[src/rtl/msdap_s2p_input.sv]
// Serial-to-parallel front end for the MSDAP core: resynchronises dClk-framed L/R bit streams into sClk words.
// Optional zero-run sleep detection is built only when MSDAP_SLEEP_DETECT_EN is defined.
`timescale 1ns/1ps
module msdap_s2p_input #(
  parameter int WORD_W      = 16,
  parameter int RJ_COUNT    = 16,
  parameter int COEFF_COUNT = 512,
  parameter int SYNC_STAGES = 2,
  parameter int ZERO_RUN    = 800
) (
  input  logic              sClk,
  input  logic              reset,
  input  logic              dClk,
  input  logic              frame,
  input  logic              inDataL,
  input  logic              inDataR,
  output logic              inReady,
  output logic [WORD_W-1:0] wordL,
  output logic [WORD_W-1:0] wordR,
  output logic              word_valid,
  output logic [1:0]        word_kind,
  output logic [9:0]        word_index,
  output logic              frame_err,
  output logic              sleep
);

  localparam int CNT_W = $clog2(WORD_W + 1);
  localparam logic [CNT_W-1:0] LAST_BIT = CNT_W'(WORD_W - 1);
  localparam logic [1:0] K_RJ = 2'b00, K_COEF = 2'b01, K_DATA = 2'b10;

  if (SYNC_STAGES < 2 || ZERO_RUN < 1) begin : g_bad_cfg
    $error("msdap_s2p_input: SYNC_STAGES must be >= 2 and ZERO_RUN >= 1");
  end

  typedef enum logic [1:0] {S_IDLE, S_WAIT_FRAME, S_SHIFT} state_t;

  state_t                 r_state, w_state_nxt;
  logic [SYNC_STAGES-1:0] r_dclk_sync, r_frame_sync, r_dl_sync, r_dr_sync;
  logic                   r_dclk_prev;
  logic [CNT_W-1:0]       r_bit_cnt;
  logic [WORD_W-2:0]      r_shl, r_shr;
  logic [WORD_W-1:0]      r_word_l, r_word_r;
  logic                   r_word_valid, r_frame_err;
  logic [1:0]             r_word_kind, r_seq_kind;
  logic [9:0]             r_word_index, r_seq_idx;

  logic w_dclk, w_frame, w_dl, w_dr, w_sample;
  logic w_start, w_shift, w_done, w_err;
  logic [WORD_W-1:0] w_word_l_nxt, w_word_r_nxt;

  assign w_dclk       = r_dclk_sync[SYNC_STAGES-1];
  assign w_frame      = r_frame_sync[SYNC_STAGES-1];
  assign w_dl         = r_dl_sync[SYNC_STAGES-1];
  assign w_dr         = r_dr_sync[SYNC_STAGES-1];
  // dClk falling edge lands mid-bit, where frame/data are settled
  assign w_sample     = r_dclk_prev & ~w_dclk;
  assign w_word_l_nxt = {r_shl, w_dl};
  assign w_word_r_nxt = {r_shr, w_dr};

  // Synchroniser stage
  always_ff @(posedge sClk) begin
    if (reset) begin
      r_dclk_sync  <= '0;
      r_frame_sync <= '0;
      r_dl_sync    <= '0;
      r_dr_sync    <= '0;
      r_dclk_prev  <= 1'b0;
    end else begin
      r_dclk_sync  <= {r_dclk_sync[SYNC_STAGES-2:0], dClk};
      r_frame_sync <= {r_frame_sync[SYNC_STAGES-2:0], frame};
      r_dl_sync    <= {r_dl_sync[SYNC_STAGES-2:0], inDataL};
      r_dr_sync    <= {r_dr_sync[SYNC_STAGES-2:0], inDataR};
      r_dclk_prev  <= w_dclk;
    end
  end

  always_ff @(posedge sClk) begin
    if (reset) r_state <= S_IDLE;
    else       r_state <= w_state_nxt;
  end

  always_comb begin
    w_state_nxt = r_state;
    w_start     = 1'b0;
    w_shift     = 1'b0;
    w_done      = 1'b0;
    w_err       = 1'b0;
    case (r_state)
      S_IDLE: w_state_nxt = S_WAIT_FRAME;
      S_WAIT_FRAME: begin
        if (w_sample && w_frame) begin
          w_start     = 1'b1;
          w_state_nxt = S_SHIFT;
        end
      end
      S_SHIFT: begin
        if (w_sample) begin
          if (r_bit_cnt == '0) begin
            if (w_frame) begin
              w_start = 1'b1;
            end else begin
              w_err       = 1'b1;
              w_state_nxt = S_WAIT_FRAME;
            end
          end else if (w_frame) begin
            // early frame: drop the partial word, this bit is the new MSB
            w_err   = 1'b1;
            w_start = 1'b1;
          end else if (r_bit_cnt == LAST_BIT) begin
            w_done = 1'b1;
          end else begin
            w_shift = 1'b1;
          end
        end
      end
      default: w_state_nxt = S_IDLE;
    endcase
  end

  // Assembly and output register stage
  always_ff @(posedge sClk) begin
    if (reset) begin
      r_bit_cnt    <= '0;
      r_shl        <= '0;
      r_shr        <= '0;
      r_word_l     <= '0;
      r_word_r     <= '0;
      r_word_valid <= 1'b0;
      r_frame_err  <= 1'b0;
      r_word_kind  <= K_RJ;
      r_word_index <= '0;
      r_seq_kind   <= K_RJ;
      r_seq_idx    <= '0;
    end else begin
      r_word_valid <= w_done;
      r_frame_err  <= w_err;
      if (w_start) begin
        r_shl     <= {{(WORD_W-2){1'b0}}, w_dl};
        r_shr     <= {{(WORD_W-2){1'b0}}, w_dr};
        r_bit_cnt <= CNT_W'(1);
      end else if (w_shift) begin
        r_shl     <= w_word_l_nxt[WORD_W-2:0];
        r_shr     <= w_word_r_nxt[WORD_W-2:0];
        r_bit_cnt <= r_bit_cnt + 1'b1;
      end else if (w_done) begin
        r_word_l     <= w_word_l_nxt;
        r_word_r     <= w_word_r_nxt;
        r_bit_cnt    <= '0;
        r_word_kind  <= r_seq_kind;
        r_word_index <= r_seq_idx;
        case (r_seq_kind)
          K_RJ: begin
            if (r_seq_idx == 10'(RJ_COUNT - 1)) begin
              r_seq_kind <= K_COEF;
              r_seq_idx  <= '0;
            end else begin
              r_seq_idx <= r_seq_idx + 1'b1;
            end
          end
          K_COEF: begin
            if (r_seq_idx == 10'(COEFF_COUNT - 1)) begin
              r_seq_kind <= K_DATA;
              r_seq_idx  <= '0;
            end else begin
              r_seq_idx <= r_seq_idx + 1'b1;
            end
          end
          default: r_seq_idx <= r_seq_idx + 1'b1;
        endcase
      end
    end
  end

  assign inReady    = (r_state != S_IDLE);
  assign wordL      = r_word_l;
  assign wordR      = r_word_r;
  assign word_valid = r_word_valid;
  assign word_kind  = r_word_kind;
  assign word_index = r_word_index;
  assign frame_err  = r_frame_err;

`ifdef MSDAP_SLEEP_DETECT_EN
  localparam int ZC_W = $clog2(ZERO_RUN + 1);

  logic [ZC_W-1:0] r_zero_cnt;
  logic            r_sleep;
  logic            w_zero_word;

  function automatic logic [ZC_W-1:0] sat_inc(input logic [ZC_W-1:0] v);
    return (v >= ZC_W'(ZERO_RUN)) ? v : v + 1'b1;
  endfunction

  assign w_zero_word = (w_word_l_nxt == '0) && (w_word_r_nxt == '0);

  // Zero-run stage, updated alongside the word registers
  always_ff @(posedge sClk) begin
    if (reset) begin
      r_zero_cnt <= '0;
      r_sleep    <= 1'b0;
    end else if (w_done && r_seq_kind == K_DATA) begin
      if (w_zero_word) begin
        r_zero_cnt <= sat_inc(r_zero_cnt);
        r_sleep    <= (sat_inc(r_zero_cnt) >= ZC_W'(ZERO_RUN));
      end else begin
        r_zero_cnt <= '0;
        r_sleep    <= 1'b0;
      end
    end
  end

  assign sleep = r_sleep;
`else
  assign sleep = 1'b0;
`endif

endmodule

[config.mk]
export PLATFORM = sky130hd
export DESIGN_NAME = msdap_s2p_input
export DESIGN_NICKNAME = d
export VERILOG_FILES = /design/src/rtl/msdap_s2p_input.sv
export SDC_FILE = /design/constraint.sdc
export NUM_CORES = 1
export LEC_CHECK = 0
export CORE_UTILIZATION = 30
export CTS_CLUSTER_DIAMETER = 80
export DETAILED_ROUTE_END_ITERATION = 10
export GPL_TIMING_DRIVEN = 0
export PLACE_DENSITY_LB_ADDON = 0.08
export SYNTH_ARGS = -nofsm -noshare
export SYNTH_HDL_FRONTEND = slang
export SYNTH_SLANG_ARGS = --single-unit
[constraint.sdc]
create_clock -name sClk -period 5.2 [get_ports sClk]
set_input_delay 1.04 -clock sClk [delete_from_list [all_inputs] [get_ports sClk]]
set_output_delay 1.04 -clock sClk [all_outputs]
set_load 0.1 [all_outputs]
==> results of run 1 <==
sequential cells by signal, summed over array words and instances (netlist names):
signal,cells
wordL,16
r_dclk_prev,1
r_seq_idx,10
word_kind,2
r_shl,15
wordR,16
r_frame_sync,2
r_shr,15
r_seq_kind,2
r_dl_sync,2
r_state,2
word_index,10
r_bit_cnt,5
word_valid,1
r_dclk_sync,2
frame_err,1
r_dr_sync,2
synth_stat cells (3+ instances only):
library cell	number	area, um2
nor4_1	3	18.8
nor3_1	6	30.0
dfxtp_1	104	2080
buf_1	3	11.3
or3_1	5	31.3
nand3_1	7	35.0
a211oi_1	3	22.5
ha_1	7	87.6
buf_6	4	45.0
buf_2	6	30.0
nand3b_1	4	30.0
nand2_1	153	574
o21ai_0	10	50.1
nand4_1	4	25.0
clkbuf_1	15	56.3
nor2_1	12	45.0
a21oi_1	79	395
and3_1	3	18.8
nor2b_1	12	75.1
xnor2_1	3	26.3
inv_1	8	30.0
per-layer routing:
layer / routed length (um) / vias to the layer above / GRT usage, %
met3: 307 / 8 / 3.88
met1: 4850 / 1563 / 19.9
met4: 133 / 0 / 6.01
met2: 4330 / 69 / 22.2
li1: - / 1740 / -
met5: 0 / - / 0
path summary, 6_finish.rpt:
kind	start	endpoint	slack [ns]	cells after the start
worst min register to register	r_frame_sync[0]	r_frame_sync[1]	0.43	1
worst max-delay path	r_state[0]	inReady	1.99	4
worst max register to register	r_bit_cnt[0]	r_seq_idx[5]	2.49	8
worst min-delay path	r_frame_sync[0]	r_frame_sync[1]	0.43	1
power groups by stage:
stage                     sequential, mW  clock [mW]  combinational (mW)
final                              0.811       0.728               0.137
after global routing               0.812       0.791               0.147
after CTS                          0.811       0.760               0.138
after detailed placement           0.829           0               0.138
after global placement             0.829           0               0.133
after floorplan                    0.828           0               0.105
cells by family after synthesis:
logic type	Yosys count	share of synthesized area [%]
buf+inv	38	4.65
other cells	1	0.0929
xor+xnor	5	1.09
simple gates	227	26.2
mux	3	0.775
flops	104	51.6
fa+ha+maj	7	2.17
compound gates	99	13.5
critical path, stage by stage, from the launching register on:
cell,delay [ns]
dfxtp_1,0.33
inv_1,0.08
ha_1,0.22
inv_1,0.06
clkdlybuf4s50_1,1.12
area by class of cell:
class	instances	area [um2]
clock inverter	5	80.1
multi-input combinational	342	1770
timing repair buffer	52	520
buffer	30	158
inverter	8	30.0
sequential	104	2080
tap	176	220
fill	1388	8090
clock buffer	11	243
==> results.md, run 1 <==
- Unrepaired setup endpoints after global routing: no
- ANT cells: 0
- Routed Antenna Nets: 0
- HP Class: register to register
- Wirelength per Cell: 13.2 um
- Final Setup Violations: 0
- Internal power: 1.28 mW
- Post-CTS sizing: 0
- IR drop worst, VDD: between 0.2 and 0.25 mV
- Via count of the routed design: 3380
- Status: complete, no violations
- Max Buffers Root-to-Sink: 2
- Cell Area, Placed: 4780 um2
- H-tree lvl count: 3
- Placed insts: 712
- Clock transition at path regs: ~0.070 ns
- Most common cell after layout, fill and taps aside: nand2_1
- Max-slew headroom: about 34%
- Sw power: approximately 0.40 mW
- Library cells used by synthesis: 47
- Post-place setup slack: about 2.3 ns
- Die H: about 120 um
- Syn avg cell area: between 8 and 9 um2
- Ys flop type: dfxtp_1
- Pwr Total: between 1.5 and 2 mW
- Final WL: between 9000 and 10000 um
- Comb pwr share: 8.2%
- Synthesized area: 4040 um2
- Non-Filler Instances: 728
- FFs w/ async S/R, synth: 0%
- Worst hold slack: 0.434 ns
- Die Wd: 118 um
- Clk network pwr share: 43.4%
- EDFF count, synth: 0
- PD cells: between 300 and 400 nW/um2
- CTS tree: built
- Worst setup EP type: primary output
- Leakage: approximately 1.6 nW
- Post-DP HPWL: ~6800 um
- Worst setup SP type: register
- Sum of negative setup slack: 0 ns
- Sink count of the clock tree: 104
- Clock skew: around 0.0083 ns
- Total CTS buffers: 9
- Slew Viols, Final: 0
- Congestion Overflow GR: 0
- Crit Path Max Fanout: 3
- Initial antenna violation count: 0
- FP Rows: between 40 and 50
- Kind of critical path: register to primary output
- Register area share after synthesis: slightly above 50%
- Iter 0 DRT Violations: 224
- Crit path time final: 3.21 ns
- Vias in the first global route: about 3.1k
- Final setup margin: 1.99 ns
- Fin. Hold Viols: 0
- Commonest non-fill, non-tap cells in the layout: nand2_1, dfxtp_1, a21oi_1
- Syn Nets: between 400 and 500
- Nets: 560
- Synth-to-layout area growth: 26.3%
- WP data arrival: ~2.2 ns
- FMAX: 311 MHz
- Tcrit/Tclk final: 61.8%
- Share of layout cells above drive strength 1: under 10%
- Net Sw Frac: a little under a quarter
- Post-layout util: 38.7%
- # DRC: 0
- Initial Util: 30.6%
- Die ar.: 13900 um2
- DR vias/cell: between 4 and 5
- Sequential share of power: 48.4%
- First-pass GRT wire length: 16000 um
- RD Place Congestion: 0.797
- Post-cts hold buffer count: 0
- Total track usage: 14.7%
- Core area: around 13000 um2
- Clk root buf: clkbuf_16
- Post-synthesis register bit count: 104
- Worst-Margin Slew: a little under 1 ns
- DRT Pass-1 Iters: 4
- I/O Pins: 54
- Gate Count Post-Synth: around 480
- Max Cap Violations: 0
- Largest net degree at the start of global routing: 17
- Synthesis Warnings: 0
- Design Area, Final: between 5000 and 6000 um2
- Clock Latency Late Sink: 0.35 ns
- IO buf count: 52
- # Post-CTS Setup Buffers: 0
- WP data required: 4.16 ns
Note: power is estimated with default switching activity, not from simulation.
==> run 2, diff against run 1 <==
Clock period 5.2 ns to 2.9 ns, I/O delays scaled along.
==> results.md, run 2 (synthesized netlist as in run 1, its figures left out) <==
- HP Class: register to register (unchanged)
- Post-CTS sizing: 0 (unchanged)
- Max Buffers Root-to-Sink: 2 (unchanged)
- Synth-to-layout area growth: 26.4% (was 26.3%)
- Slew Viols, Final: 0 (unchanged)
- Reg2reg setup slack: 0.29 ns (was 2.49 ns)
- # fillers: 1388 (unchanged)
- Vias in the first global route: 3131 (unchanged)
- Crit-path cells: inv_1 -> ha_1 -> inv_1 -> clkdlybuf4s50_1 (unchanged)
- Critical path's most frequent cell: inv_1 (unchanged)
- Worst-Margin Slew: 0.985 ns (about the same)
- DR vias/cell: 4.66 (was 4.64)
- Reg-to-Reg End: wordL[9] (was r_seq_idx[5])
- Final WL: 9650 um (was 9620 um)
- Hold path startpoint: r_frame_sync[0] (unchanged)
- FMAX: approximately 360 MHz
- Unrepaired setup endpoints after global routing: no (unchanged)
- Initial Util: 30.6% (unchanged)
- Hold path endpoint: r_frame_sync[1] (unchanged)
- Slowest cell delay on critical path: 1.12 ns (about the same)
- Initial antenna violation count: 0 (unchanged)
- Core area: 13200 um2 (unchanged)
- WP data required: 2.32 ns (was 4.16 ns)
- IR drop worst, VDD: 0.400 mV (was 0.223 mV)
- DRT Pass-1 Iters: 4 (unchanged)
- Clock skew: 0.00866 ns (was 0.00835 ns)
- Placed insts: 712 (unchanged)
- # Post-CTS Setup Buffers: 0 (unchanged)
- Congestion Overflow GR: 0 (unchanged)
- WP data arrival: 2.17 ns (about the same)
- Final Setup Violations: 0 (unchanged)
- FP Rows: 42 (unchanged)
- Max-slew headroom: 34.1% (about the same)
- PD cells: 589 nW/um2 (was 329 nW/um2)
- Most common cell after layout, fill and taps aside: nand2_1 (unchanged)
- Top Family by Delay on Critical Path: buffers and inverters (unchanged)
- Critical path buffer and inverter count: 3 (unchanged)
- # DRC: 0 (unchanged)
- Commonest non-fill, non-tap cells in the layout: nand2_1, dfxtp_1, a21oi_1 (unchanged)
- Max Cap Violations: 0 (unchanged)
- First-pass GRT wire length: 16000 um (unchanged)
- Die Wd: 118 um (unchanged)
- Tcrit/Tclk final: 95.0%
- Clock Latency Late Sink: 0.35 ns (about the same)
- Die ar.: 13900 um2 (unchanged)
- Die H: 118 um (unchanged)
- Worst setup EP type: primary output (unchanged)
- Post-cts hold buffer count: 0 (unchanged)
- Routed Antenna Nets: 0 (unchanged)
- RD Place Congestion: 0.797 (unchanged)
- Sink count of the clock tree: 104 (unchanged)
- Clock transition at path regs: 0.07 ns (about the same)
- Crit path time final: 2.75 ns
- Leakage: 1.66 nW (was 1.65 nW)
- I/O Pins: 54 (unchanged)
- Total track usage: 14.7% (unchanged)
- Clk root buf: clkbuf_16 (unchanged)
- Share of layout cells above drive strength 1: 7.07% (was 6.52%)
- H-tree lvl count: 3 (unchanged)
- Total CTS buffers: 9 (unchanged)
- Non-Filler Instances: 728 (unchanged)
- ANT cells: 0 (unchanged)
- Largest net degree at the start of global routing: 17 (unchanged)
- FF-to-FF Start: r_bit_cnt[0] (unchanged)
- Worst hold path depth: 1 (unchanged)
- Crit Path Max Fanout: 3 (unchanged)
- R2R cell count: 9 (was 8)
- Kind of critical path: register to primary output (unchanged)
- Crit-path slowest cell: clkdlybuf4s50_1 (unchanged)
- Fin. Hold Viols: 0 (unchanged)
- Post-DP HPWL: 6810 um (unchanged)
- Iter 0 DRT Violations: 218 (was 224)
- Via count of the routed design: 3389 (was 3380)
- Status: complete, no violations (unchanged)
- Sum of negative setup slack: 0 ns (unchanged)
- CTS tree: built (unchanged)
- Wirelength per Cell: 13.3 um (was 13.2 um)
- IO buf count: 52 (unchanged)
- Nets: 560 (unchanged)
- Worst setup SP type: register (unchanged)
## run 2: area by class of cell
type                       instances  area (um2)  share of cell area [%]
buffer                            30         161                    3.16
clock buffer                      11         243                    4.76
clock inverter                     5        80.1                    1.57
inverter                           8        30.0                   0.588
multi-input combinational        342        1770                    34.6
sequential                       104        2080                    40.8
tap                              176         220                    4.31
timing repair buffer              52         520                    10.2
## run 2: worst reg2reg max path: cells and delay by family, from the launching register on
kind	cells	cell delay (ns)
buffers and inverters	3	0.80
DFF	1	0.44
adders and majority gates	2	0.39
and+or+nand+nor	3	0.74
AOI/OAI and AO/OA	1	0.14
## run 2: power by group
part	switching (mW)	internal, mW	total [mW]	leakage (nW)
combinational	0.173	0.0734	0.246	0.669
clock	0.530	0.778	1.31	0.152
sequential	0.00900	1.44	1.45	0.839
total	0.712	2.30	3.01	1.66
## run 2: through the flow
stage	total power, mW	instance area [um2]	util [%]	hold WS, ns	setup WS, ns
detailed placement	1.73	4780	36.2	0.424	0.219
finish	3.01	5100	38.7	0.433	0.146
floorplan	1.67	4040	-	0.414	0.808
global placement	1.72	4780	36.2	0.420	0.251
global route	3.14	5100	38.7	0.457	0.0107
CTS	3.06	5100	38.7	0.436	0.126
## run 2: routing by layer
layer | GRT usage [%] | up-vias | part of all wire [%]
li1 | - | 1740 | -
met1 | 19.9 | 1580 | 51
met2 | 22.2 | 61 | 45
met3 | 3.88 | 8 | 2.6
met4 | 6.01 | 0 | 1.4
met5 | 0 | - | 0
## run 2: how the worst max path moves through the flow
| stage | startpoint | end | slack (ns) | depth (start not counted) |
|---|---|---|---|---|
| 2_1_floorplan | r_bit_cnt[0] | r_shl[10] | 0.81 | 9 |
| 3_3_place_gp | r_bit_cnt[0] | r_shl[11] | 0.25 | 9 |
| 3_5_place_dp | r_bit_cnt[0] | r_shl[8] | 0.22 | 9 |
| 4_1_cts | r_state[0] | inReady | 0.13 | 4 |
| 5_1_grt | r_bit_cnt[0] | wordL[10] | 0.01 | 9 |
| 6_report | r_state[0] | inReady | 0.15 | 4 |
